==> src/rtl/key_pulse_gen.sv <==
`default_nettype none
// ============================================================================
// Module      : key_pulse_gen
// Description : Push-button conditioner for the counter. It synchronises and
//               debounces a raw key and emits one fixed-width enable pulse for
//               each accepted press. It also provides a busy level and a
//               wrapping press counter.
// Revision    : 1.0 - initial release
// ============================================================================
module key_pulse_gen #(
  parameter int DEBOUNCE_CYCLES = 20,
  parameter int PULSE_LEN       = 3,
  parameter int KEY_ACTIVE_LOW  = 1,
  parameter int CNT_W           = 8
) (
  input  logic             clk,
  input  logic             rst,
  input  logic             key_in,
  output logic             ena,
  output logic             busy,
  output logic [CNT_W-1:0] press_cnt
);

  localparam int DCNT_W = $clog2(DEBOUNCE_CYCLES);
  localparam int PCNT_W = $clog2(PULSE_LEN) + 1;

  localparam logic [DCNT_W-1:0] DCNT_MAX = DCNT_W'(DEBOUNCE_CYCLES - 1);
  localparam logic [PCNT_W-1:0] PCNT_MAX = PCNT_W'(PULSE_LEN - 1);

  // Raw key level that means "not pressed"; the synchroniser resets to it
  localparam logic RELEASED_LVL = (KEY_ACTIVE_LOW != 0);

  typedef enum logic [2:0] {
    S_IDLE        = 3'd0,
    S_DEB_PRESS   = 3'd1,
    S_PULSE       = 3'd2,
    S_HELD        = 3'd3,
    S_DEB_RELEASE = 3'd4
  } state_t;

  logic              sync1_q, sync1_d;
  logic              sync2_q, sync2_d;
  state_t            state_q, state_d;
  logic [DCNT_W-1:0] dcnt_q, dcnt_d;
  logic [PCNT_W-1:0] pcnt_q, pcnt_d;
  logic [CNT_W-1:0]  press_cnt_q, press_cnt_d;
  logic              ena_q, ena_d;
  logic              busy_q, busy_d;
  logic              key_s;

  // Normalise the synchronised key so that 1 always means pressed
  assign key_s = sync2_q ^ RELEASED_LVL;

  // Next-state logic: synchroniser shift, debounce/pulse FSM, and outputs
  // derived from the next state so they change on the same edge as the state
  always_comb begin
    sync1_d     = key_in;
    sync2_d     = sync1_q;
    state_d     = state_q;
    dcnt_d      = dcnt_q;
    pcnt_d      = pcnt_q;
    press_cnt_d = press_cnt_q;

    case (state_q)
      S_IDLE: begin
        if (key_s) begin
          state_d = S_DEB_PRESS;
          dcnt_d  = '0;
        end
      end
      S_DEB_PRESS: begin
        if (!key_s) begin
          state_d = S_IDLE;
        end else if (dcnt_q == DCNT_MAX) begin
          state_d     = S_PULSE;
          pcnt_d      = '0;
          press_cnt_d = press_cnt_q + CNT_W'(1);
        end else begin
          dcnt_d = dcnt_q + DCNT_W'(1);
        end
      end
      S_PULSE: begin
        // The key is deliberately ignored so the pulse width is always exact
        if (pcnt_q == PCNT_MAX) begin
          state_d = S_HELD;
        end else begin
          pcnt_d = pcnt_q + PCNT_W'(1);
        end
      end
      S_HELD: begin
        if (!key_s) begin
          state_d = S_DEB_RELEASE;
          dcnt_d  = '0;
        end
      end
      S_DEB_RELEASE: begin
        if (key_s) begin
          state_d = S_HELD;
        end else if (dcnt_q == DCNT_MAX) begin
          state_d = S_IDLE;
        end else begin
          dcnt_d = dcnt_q + DCNT_W'(1);
        end
      end
      default: begin
        state_d = S_IDLE;
      end
    endcase

    ena_d  = (state_d == S_PULSE);
    busy_d = (state_d != S_IDLE);
  end

  // State and output registers with synchronous reset
  always_ff @(posedge clk) begin
    if (rst) begin
      sync1_q     <= RELEASED_LVL;
      sync2_q     <= RELEASED_LVL;
      state_q     <= S_IDLE;
      dcnt_q      <= '0;
      pcnt_q      <= '0;
      press_cnt_q <= '0;
      ena_q       <= 1'b0;
      busy_q      <= 1'b0;
    end else begin
      sync1_q     <= sync1_d;
      sync2_q     <= sync2_d;
      state_q     <= state_d;
      dcnt_q      <= dcnt_d;
      pcnt_q      <= pcnt_d;
      press_cnt_q <= press_cnt_d;
      ena_q       <= ena_d;
      busy_q      <= busy_d;
    end
  end

  assign ena       = ena_q;
  assign busy      = busy_q;
  assign press_cnt = press_cnt_q;

endmodule
`default_nettype wire

==> config.mk <==
export PLATFORM = sky130hd
export DESIGN_NAME = key_pulse_gen
export DESIGN_NICKNAME = d
export VERILOG_FILES = /design/src/rtl/key_pulse_gen.sv
export SDC_FILE = /design/constraint.sdc
export NUM_CORES = 1
export LEC_CHECK = 0
export CAP_MARGIN = 20
export CELL_PAD_IN_SITES_DETAIL_PLACEMENT = 0
export CELL_PAD_IN_SITES_GLOBAL_PLACEMENT = 1
export CORE_MARGIN = 1.5
export CORE_UTILIZATION = 40
export CTS_CLUSTER_DIAMETER = 200
export DETAILED_ROUTE_END_ITERATION = 8
export PLACE_DENSITY = 0.81
export SLEW_MARGIN = 20
export SYNTH_ARGS = -nofsm -noshare
export SYNTH_HDL_FRONTEND = slang
export SYNTH_SLANG_ARGS = --single-unit
==> constraint.sdc <==
create_clock -name clk -period 3.6 [get_ports clk]
set_input_delay 0.72 -clock clk [delete_from_list [all_inputs] [get_ports clk]]
set_output_delay 0.72 -clock clk [all_outputs]
set_load 0.01 [all_outputs]
Yosys cells after proc, flatten, opt, wreduce, memory -nomap -nowiden
Cells that the tools add are included.
{"block": "totals", "wordCells": 50, "in_bits": 3, "out_inout_bits": 10, "regBits": 23}
{"block": "op_classes", "n_mux": 18, "addsub": 3, "n_bitwise": 1, "reduce_logical": 7, "n_eq_ne": 13}
{"op": "2-to-1 mux 3 bit", "n": 10}
{"op": "2-to-1 mux 5 bit", "n": 5}
{"op": "one-hot mux 5 bit (4 select lines)", "n": 1}
{"op": "one-hot mux 3 bit (5 select lines)", "n": 1}
{"op": "equality test 3 x 2 -> 1 bit (second input constant)", "n": 4}
{"op": "!= test 2 bit (second input constant)", "n": 6}
{"op": "adder 8 x 1 -> 8 bit (second input constant)", "n": 1}
{"op": "one-hot mux 3 bit (2 select lines)", "n": 1}
{"op": "adder 5 x 1 -> 5 bit (second input constant)", "n": 1}
{"op": "equality test 5 bit (second input constant)", "n": 1}
{"op": "AND reduction 5 bit", "n": 1}
{"op": "AND reduction 4 bit", "n": 1}
{"op": "nonzero test 4 bit", "n": 1}
{"op": "adder 3 x 1 -> 3 bit (second input constant)", "n": 1}
{"op": "equality test 3 x 1 -> 1 bit (second input constant)", "n": 1}
{"op": "equality test 3 bit (second input constant)", "n": 1}
{"op": "zero test 3 bit", "n": 1}
{"op": "AND reduction 3 bit", "n": 1}
{"op": "nonzero test 3 bit", "n": 1}
{"op": "nonzero test 2 bit", "n": 1}
{"op": "NOT 1 bit", "n": 1}

Depth between registers and ports, before layout
Gate-level depths: netlist of the first run.
{"block": "logic_depth", "ltp_word": 5, "mapped_depth": 7, "depth_no_buf": 7}

Least setup slack after synthesis of the first run
OpenSTA, ideal clock, no wires.
{"block": "synth_path", "path_kind": "input-to-reg", "startpoint": "in rst", "endpoint": "reg pcnt_q[2]", "t_required_ps": 3543, "setup_slack_ps": 1778, "cell_stages": 4, "path_buffers": 1, "setup_ps": 57, "arrival_ps": 1764, "path_cell_list": "clkbuf_1 -> or4b_1 -> nor4b_1 -> a21o_1"}
{"item": "start, declared", "line": "17", "text": "input logic rst,"}
{"item": "end signal, assigned", "line": "130", "text": "pcnt_q <= pcnt_d;"}
{"item": "end, declared", "line": "45", "text": "logic [PCNT_W-1:0] pcnt_q, pcnt_d;"}

Worst setup path after layout of the first run
{"block": "layout_path", "startpoint": "reg dcnt_q[0]", "endpoint": "reg pcnt_q[2]"}
{"block": "layout_between", "elab_chain_cells": 3}
{"item": "start, declared", "line": "44", "text": "logic [DCNT_W-1:0] dcnt_q, dcnt_d;"}
{"item": "start signal, assigned", "line": "129", "text": "dcnt_q <= dcnt_d;"}
{"item": "equality test 5 bit", "line": "74", "text": "end else if (dcnt_q == DCNT_MAX) begin"}
{"item": "!= test 2 bit (no line)"}
{"item": "AND reduction 4 bit (no line)"}
No other way between the ends.
A chain may end at the register's enable or synchronous reset.

==> key figures, run 1 <==
Finish
  – Share of cells above drive strength 1: 0.1103
  – N_diodes: 0
  – Net count reported at finish: 153
  – Layout area overhead: 13.21%
  – Fin util: 0.4893
  – Post-Layout Cell Count: 176
  – Post-route cell area: 1373 sq um

Logic synthesis
  – Post-synth design cell area: 1212 sq um
  – EDFF count, synth: 0
  – Post-synthesis mux area share: 0.01651
  – Largest family of logic cells by synthesized area: simple AND/OR/NAND/NOR gates
  – Post-synthesis xor/xnor area fraction: 0.07224
  – Cell with the most instances after synthesis: dfxtp_1
  – Asr flop ratio synth: 0
  – Yosys warnings: 0
  – Post-synth top cells: dfxtp_1, nor2_1, a21oi_1, clkbuf_1, nand2_1
  – Distinct cells, synth: 48
  – Cell taking the most area after synthesis: dfxtp_1
  – Top cell type's share of synthesized area: 0.3798
  – Adder-cell share of the synthesized area: 0.04128
  – Most used DFF post-synth: dfxtp_1
  – Top cells by area, synth: dfxtp_1, nor2_1, ha_1
  – Sequential share of the synthesized area: 0.3798
  – Syn avg cell area: 8.981 sq um
  – Seq cells post-synth: 23
  – Post-Syn Instances: 135
  – Syn nets: 142
  – Post-Synth Simple-Gate Area: 0.3086
  – Complex-gate fraction of the synthesized area: 0.1414

Placement
  – I/O Buffers: 12
  – RD Place Congestion: 0.7760
  – Placed cell area: 1345 sq um
  – Placed insts: 172
  – Dpl ws: 1.262 ns
  – Post-detail-place hpwl: 1.535 mm

Clock tree
  – Worst-path clk slew: 0.13 ns
  – Root Driver: clkbuf_4
  – Clock tree sinks: 23
  – # hold bufs at CTS: 0
  – CTS tree: done
  – CTS Buf Count: 3
  – Max Root-Sink Buffers: 2
  – CTS resizes: 0
  – CTS HTree Levels: 1
  – Clk_lat worst skew: 0.32 ns
  – Post CTS Setup Buffer Count: 0

Timing
  – Max-slew violation count: 0
  – RSZ-0062 raised after global routing: no
  – Time the worst path needs with I/O delays and setup: 2.234 ns
  – Worst hold slack: 0.4350 ns
  – Fin. Hold Viols: 0
  – Setup TNS: 0 ns
  – Worst-Margin Slew: 0.5179 ns
  – Slew HR: 0.6542
  – Final Worst Setup Slack: 1.366 ns
  – Maximum clock frequency: 447.7 MHz
  – Final clock skew: 0.002713 ns
  – Setup violations, final: 0
  – Period Utilization, post-route: 0.6204

GRT
  – All-layer global routing usage: 0.1350
  – Initial antenna violation count: 0
  – Vias in the first global route: 839
  – First-pass GRT wire length: 3.525 mm
  – Largest net degree at the start of global routing: 20
  – Total grt overflow: 0

Power
  – Pleak: 0.4794 nW
  – Tot Pwr: 0.4055 mW
  – Peak supply drop: 0.1950 mV
  – Pwr/cell area: 295.4 nW/um^2

Run
  – Max_cap viols: 0

Route
  – WL/cell: 12.22 um
  – Routed Antenna Nets: 0
  – Detailed Route WL: 2.151 mm
  – 1st-pass router iterations: 4
  – Post-DR vias/cell: 5.438
  – Drt initial violations: 30
  – Via Count: 957
  – Residual DRC count: 0

Worst setup path
  – Setup CP Type: reg -> reg
  – Critical Path RT: 3.83 ns
  – Critical-path maximum fanout: 9
  – Worst reg-to-reg path cell count: 6
  – Startpoint class of the critical path: flip-flop
  – Buffers and inverters on the worst path: 0
  – Critical path's top delay family: simple AND/OR/NAND/NOR gates
  – Launch point of the critical path: dcnt_q[0]
  – CP cell instances: ha_1 > nand4bb_1 > or3_4 > a21oi_4 > o22ai_1 > a21o_1
  – Largest stage delay on the critical path: 0.54 ns
  – CP Capture Type: flip-flop
  – Critical Path Stages: 6
  – Reg2reg start: dcnt_q[0]
  – Crit path DAT: 2.46 ns
  – CP max stage cell: or3_4

Floorplan
  – Die X: 58.06 um
  – DIE HEIGHT: 58.06 um
  – FP Rows: 19
  – Die Footprint: 3370 sq um
  – # IOs: 13
  – Initial Util: 0.4322
  – Core Area: 2805 sq um

Hold path
  – Worst Hold Depth: 1
  – HP Class: reg -> reg
  – Min-Delay Startpoint: sync1_q

Outcome
  – Status: finished clean
==> placed cells by master, fill, tap and decap left out, types with 4 or more instances in the layout <==
cell / count
nand2b_1: 4
nand3_1: 4
inv_1: 4
xor2_1: 5
a21oi_1: 6
or3_1: 4
ha_1: 4
dfxtp_1: 23
xnor2_1: 5
nor2_1: 16
clkdlybuf4s50_1: 12
nand2_1: 6
==> worst paths after layout <==
kind | to | slack [ns]
worst max-delay path | pcnt_q[2] | 1.37
worst min-delay path | sync2_q | 0.44
worst max register to register | pcnt_q[2] | 1.37
worst min register to register | sync2_q | 0.44
==> routing by layer <==
| layer | track usage | wire length, um | vias to the layer above |
|---|---|---|---|
| met4 | 0.08638 | 35 | 0 |
| met3 | 0.02232 | 26 | 4 |
| li1 | - | - | 496 |
| met1 | 0.1648 | 1043 | 452 |
| met5 | 0 | 0 | - |
| met2 | 0.2192 | 1045 | 5 |
==> cell type report <==
type                       count  area, sq um
sequential                    23        460.4
clock inverter                 1        5.005
timing repair buffer          13        127.6
tap                           31        38.79
clock buffer                   3        22.52
fill                         268         1433
multi-input combinational    101        703.2
inverter                       4        15.01
==> cell families (layout without fill, tap and decap cells) <==
group | Yosys count | after routing
AO/OA/AOI/OAI | 24 | 24
flip-flops | 23 | 23
multiplexers | 2 | 2
AND/OR/NAND/NOR | 61 | 61
adder cells (fa/ha/maj) | 4 | 4
XOR/XNOR | 10 | 10
buffers and inverters | 11 | 21
==> registers in the layout, indices dropped and copies added (netlist names) <==
name,count
sync1_q,1
sync2_q,1
state_q,3
pcnt_q,3
press_cnt,8
ena,1
dcnt_q,5
busy,1
==> worst register-to-register path: stages (launching register included) <==
cell       delay, ns
dfxtp_1         0.41
ha_1            0.29
nand4bb_1       0.44
or3_4           0.54
a21oi_4         0.19
o22ai_1         0.10
a21o_1          0.18
==> report_power, final <==
part           total, mW  switching (mW)  internal, mW
clock network      0.122          0.0803        0.0416
logic             0.0212          0.0107        0.0105
registers          0.262         0.00434         0.258
No activity file was read; power rests on OpenSTA's default activity.
==> run 2: changes to the inputs <==
- clock period: 3.6 -> 2.2 ns (I/O delays scaled with it)
==> key figures, run 2 (synthesized netlist as in run 1, its figures left out) <==
Worst setup path
  – FF-to-FF setup slack: 0.24 ns (-1.13 ns)
  – Critical Path RT: 2.45 ns (-1.38 ns)
  – Setup CP Type: reg -> reg
  – CP Capture Type: flip-flop
  – Critical-path maximum fanout: 6 (-3)
  – Crit Reg-Reg Endpoint: dcnt_q[2]
  – Reg2reg start: dcnt_q[0]
  – Startpoint class of the critical path: flip-flop
  – Crit path DAT: 2.21 ns (-0.25 ns)
  – Worst reg-to-reg path cell count: 7 (+1)

Power
  – Pwr/cell area: 472.4 nW/um^2 (+60%)
  – Pleak: 0.4863 nW (+1.4%)
  – Peak supply drop: 0.2896 mV (+48%)

Route
  – Residual DRC count: 0 (unchanged)
  – Detailed Route WL: 2.369 mm (+10%)
  – 1st-pass router iterations: 4 (unchanged)
  – Via Count: 996 (+4.1%)
  – Routed Antenna Nets: 0 (unchanged)
  – Post-DR vias/cell: 5.596 (+2.9%)
  – WL/cell: 13.31 um (+8.9%)
  – Drt initial violations: 29 (-3.3%)

Hold path
  – Min-Delay Startpoint: sync1_q
  – WHS Endpoint: sync2_q
  – HP Class: reg -> reg
  – Worst Hold Depth: 1 (unchanged)

Clock tree
  – CTS Buf Count: 3 (unchanged)
  – Worst-path clk slew: 0.13 ns (about the same)
  – Clock tree sinks: 23 (unchanged)
  – Clk_lat worst skew: 0.31 ns (about the same)
  – Root Driver: clkbuf_4
  – CTS tree: done
  – Max Root-Sink Buffers: 2 (unchanged)
  – Post CTS Setup Buffer Count: 0 (unchanged)
  – CTS HTree Levels: 1 (unchanged)

Finish
  – Net count reported at finish: 155 (+1.3%)
  – Fillers: 284 (+6.0%)
  – N_diodes: 0 (unchanged)
  – Most frequent cells in the layout: dfxtp_1, nor2_1, clkdlybuf4s50_1, a21oi_1, nand2_1
  – Post-Layout Cell Count: 178 (+1.1%)
  – Share of cells above drive strength 1: 0.1224 (+0.01210)
  – Max reg flops: 8 (unchanged)
  – Layout area overhead: 14.76%
  – Commonest non-fill, non-tap cell in the layout: dfxtp_1

Floorplan
  – Initial Util: 0.4322 (unchanged)
  – Die Footprint: 3370 sq um (unchanged)
  – Die X: 58.06 um (unchanged)
  – Core Area: 2805 sq um (unchanged)
  – FP Rows: 19 (unchanged)
  – # IOs: 13 (unchanged)
  – DIE HEIGHT: 58.06 um (unchanged)

Placement
  – RD Place Congestion: 0.7558 (-2.6%)
  – Post-detail-place hpwl: 1.782 mm (+16%)
  – I/O Buffers: 12 (unchanged)
  – Placed insts: 174 (+1.2%)

Timing
  – Setup TNS: 0 ns (unchanged)
  – Fin. Hold Viols: 0 (unchanged)
  – Time the worst path needs with I/O delays and setup: 1.963 ns (-0.2707 ns)
  – Maximum clock frequency: 509.5 MHz (+14%)
  – RSZ-0062 raised after global routing: no
  – Slew HR: 0.6696 (+0.01533)
  – Worst-Margin Slew: 0.4950 ns (-0.02296 ns)
  – Period Utilization, post-route: 0.8922 (+0.2718)
  – Final clock skew: 0.009230 ns (+0.006517 ns)
  – Setup violations, final: 0 (unchanged)
  – Max-slew violation count: 0 (unchanged)

Run
  – Max_cap viols: 0 (unchanged)

GRT
  – Largest net degree at the start of global routing: 19 (-5.0%)
  – Initial antenna violation count: 0 (unchanged)
  – First-pass GRT wire length: 4.291 mm (+22%)
  – Vias in the first global route: 942 (+12%)
  – All-layer global routing usage: 0.1619 (+0.02689)
  – Total grt overflow: 0 (unchanged)

Outcome
  – Status: finished clean
==> run 2: worst max-delay path, cell delays in order, from the launching register on <==
cell and delay, ns:
dfxtp_1 0.42, ha_1 0.30, nand4bb_2 0.23, buf_4 0.22, a211oi_1 0.19, o21ai_1 0.16, a21bo_2 0.25, a21oi_1 0.12
==> run 2: where the power goes <==
group          total (mW)  switching, mW  leakage, nW  internal, mW
clock               0.192          0.121       0.0150        0.0707
sequential          0.430        0.00758        0.186         0.422
combinational      0.0354         0.0182        0.285        0.0172
==> run 2: worst max path at each step <==
stage	from	endpoint	slack, ns	cells past startpoint
after global placement	dcnt_q[0]	dcnt_q[3]	0.25	7
after global routing	dcnt_q[0]	dcnt_q[2]	0.04	7
after detailed placement	dcnt_q[0]	dcnt_q[3]	0.14	7
after CTS	dcnt_q[0]	dcnt_q[3]	0.06	7
final	dcnt_q[0]	dcnt_q[2]	0.24	7
after floorplan	dcnt_q[0]	pcnt_q[2]	0.42	7
==> run 2: stage by stage <==
step / util / power (mW) / worst slack, ns / instance area (sq um) / hold WS (ns)
finish: 0.4960 / 0.6573 / 0.2371 / 1391 / 0.4339
global route: 0.4960 / 0.6870 / 0.04006 / 1391 / 0.4587
CTS: 0.4942 / 0.6634 / 0.05529 / 1386 / 0.4404
detailed placement: 0.4848 / 0.4749 / 0.1445 / 1360 / 0.4088
global placement: 0.4848 / 0.4733 / 0.2458 / 1360 / 0.3957
floorplan: - / 0.4620 / 0.4204 / 1212 / 0.3895
==> run 2: layer usage <==
layer  up-vias  track usage  part of all wire
met2        11       0.2565              0.49
met5         -            0                 0
met1       471       0.2258              0.48
li1        509            -                 -
met4         0      0.05980             0.014
met3         5      0.02009             0.021
==> run 2: repair_timing <==
item,CTS,global route
resized for setup,0,2
setup endpoints to repair,0,2
hold buffers,0,0
hold endpoints to repair,0,0
==> run 2: cell type report <==
type,instances,area (sq um),share of cell area
multi-input cells,101,708.2,0.5090
flip-flops and latches,23,460.4,0.3309
well taps,31,38.79,0.02788
repair buffers,15,142.6,0.1025
inverters,4,15.01,0.01079
clock buffers,4,26.28,0.01888
==> run 3: changes to the inputs <==
- RECOVER_POWER: default -> 50
==> key figures, run 3 (synthesized netlist as in run 1, its figures left out) <==
Clock tree
  – Clk_lat worst skew: 0.31 ns (about the same)
  – # hold bufs at CTS: 0 (unchanged)
  – Max Root-Sink Buffers: 2 (unchanged)
  – Worst-path clk slew: 0.13 ns (about the same)
  – Post CTS Setup Buffer Count: 0 (unchanged)
  – CTS Buf Count: 3 (unchanged)
  – Clock tree sinks: 23 (unchanged)
  – CTS tree: done
  – CTS HTree Levels: 1 (unchanged)
  – Root Driver: clkbuf_4

Timing
  – Final Worst Setup Slack: 0.2583 ns (+0.02117 ns)
  – Slew HR: 0.5337 (-0.1358)
  – Period Utilization, post-route: 0.8826 (-0.009622)
  – Worst-Margin Slew: 0.6994 ns (+0.2044 ns)
  – Worst hold slack: 0.4340 ns (+0.00001100 ns)
  – Setup TNS: 0 ns (unchanged)
  – Final clock skew: 0.008355 ns (-0.0008751 ns)
  – Fin. Hold Viols: 0 (unchanged)
  – Time the worst path needs with I/O delays and setup: 1.942 ns (-0.02117 ns)
  – Setup violations, final: 0 (unchanged)
  – Maximum clock frequency: 515.0 MHz (+1.1%)
  – Max-slew violation count: 0 (unchanged)
  – RSZ-0062 raised after global routing: no

Run
  – Max_cap viols: 0 (unchanged)

Route
  – Post-DR vias/cell: 5.584 (-0.20%)
  – 1st-pass router iterations: 4 (unchanged)
  – Routed Antenna Nets: 0 (unchanged)
  – Drt initial violations: 28 (-3.4%)
  – Detailed Route WL: 2.356 mm (-0.55%)
  – Via Count: 994 (-0.20%)
  – Residual DRC count: 0 (unchanged)
  – WL/cell: 13.24 um (-0.55%)

Hold path
  – Min-Delay Startpoint: sync1_q
  – WHS Endpoint: sync2_q
  – HP Class: reg -> reg
  – Worst Hold Depth: 1 (unchanged)

Worst setup path
  – Crit path DAT: 2.16 ns (-0.05 ns)
  – Worst reg-to-reg path cell count: 6 (-1)
  – Critical-path maximum fanout: 6 (unchanged)
  – Reg2reg start: dcnt_q[0]
  – Critical Path RT: 2.42 ns (-0.03 ns)
  – Crit Reg-Reg Endpoint: pcnt_q[2]
  – Startpoint class of the critical path: flip-flop
  – FF-to-FF setup slack: 0.26 ns (+0.02 ns)
  – Setup CP Type: reg -> reg
  – CP Capture Type: flip-flop

GRT
  – Largest net degree at the start of global routing: 19 (unchanged)
  – Total grt overflow: 0 (unchanged)
  – Met2 Use GR: 0.2565 (unchanged)
  – Met1 Resource Use GR: 0.2258 (unchanged)
  – GRT Max-Usage Layer: met2
  – First-pass GRT wire length: 4.291 mm (unchanged)
  – GR Util met3: 0.02009 (unchanged)
  – Initial antenna violation count: 0 (unchanged)
  – Vias in the first global route: 942 (unchanged)
  – All-layer global routing usage: 0.1619 (unchanged)

Finish
  – Most frequent cells in the layout: dfxtp_1, nor2_1, dlygate4sd3_1, a21oi_1, nand2_1
  – Share of cells above drive strength 1: 0.1156 (-0.006803)
  – N_diodes: 0 (unchanged)
  – Commonest non-fill, non-tap cell in the layout: dfxtp_1
  – Fillers: 288 (+1.4%)
  – Max reg flops: 8 (unchanged)
  – Layout area overhead: 13.93%
  – Net count reported at finish: 155 (unchanged)

Floorplan
  – Initial Util: 0.4322 (unchanged)
  – Die X: 58.06 um (unchanged)
  – Core Area: 2805 sq um (unchanged)
  – FP Rows: 19 (unchanged)
  – # IOs: 13 (unchanged)
  – DIE HEIGHT: 58.06 um (unchanged)
  – Die Footprint: 3370 sq um (unchanged)

Placement
  – I/O Buffers: 12 (unchanged)
  – RD Place Congestion: 0.7558 (unchanged)
  – Post-detail-place hpwl: 1.782 mm (unchanged)
  – Dpl ws: 0.1445 ns (unchanged)

Outcome
  – Status: finished clean

Power
  – Peak supply drop: 0.2909 mV (+0.45%)
  – Pwr/cell area: 475.5 nW/um^2 (+0.64%)
  – Pleak: 0.5144 nW (+5.8%)
run 3: final cells by class:
| type | instances | area, sq um | share of cell area |
|---|---|---|---|
| Sequential cell | 23 | 460.4 | 0.3333 |
| Inverter | 4 | 15.01 | 0.01087 |
| Multi-Input combinational cell | 101 | 701.9 | 0.5082 |
| Tap cell | 31 | 38.79 | 0.02808 |
| Timing Repair Buffer | 15 | 138.9 | 0.1005 |
| Clock buffer | 4 | 26.28 | 0.01902 |
run 3: critical path: stages (launching register included):
cell	delay, ns
dfxtp_1	0.42
ha_1	0.30
nand4bb_2	0.21
or3_4	0.42
a21oi_4	0.20
o22ai_1	0.10
a21o_1	0.20
run 3: through the flow:
| stage | power, mW | cells | instance area (sq um) | util |
|---|---|---|---|---|
| 2_1_floorplan | 0.4620 | 135 | 1212 | - |
| 3_3_place_gp | 0.4733 | 174 | 1360 | 0.4848 |
| 3_5_place_dp | 0.4749 | 174 | 1360 | 0.4848 |
| 4_1_cts | 0.6634 | 178 | 1386 | 0.4942 |
| 5_1_grt | 0.6854 | 178 | 1381 | 0.4924 |
| 6_report | 0.6568 | 178 | 1381 | 0.4924 |
run 3: metal layers:
layer,up-vias,part of all wire
li1,512,-
met1,466,0.48
met2,11,0.48
met3,5,0.027
met4,0,0.014
met5,-,0
run 3: report_power, final:
group / internal (mW) / leakage, nW / switching, mW / total [mW]
registers: 0.422 / 0.186 / 0.00741 / 0.430
logic: 0.0157 / 0.313 / 0.0180 / 0.0337
clock network: 0.0708 / 0.0150 / 0.123 / 0.193
total: 0.509 / 0.514 / 0.148 / 0.657
run 3: what timing repair did:
action | CTS | global route
hold endpoints to repair | 0 | 0
endpoints found under the setup margin | 0 | 2
resized for setup | 0 | 2
run 3: worst max-delay path by stage:
stage	from	end	slack [ns]
2_1_floorplan	dcnt_q[0]	pcnt_q[2]	0.42
3_3_place_gp	dcnt_q[0]	dcnt_q[3]	0.25
3_5_place_dp	dcnt_q[0]	dcnt_q[3]	0.14
4_1_cts	dcnt_q[0]	dcnt_q[3]	0.06
5_1_grt	dcnt_q[0]	press_cnt[4]	0.05
6_report	dcnt_q[0]	pcnt_q[2]	0.26
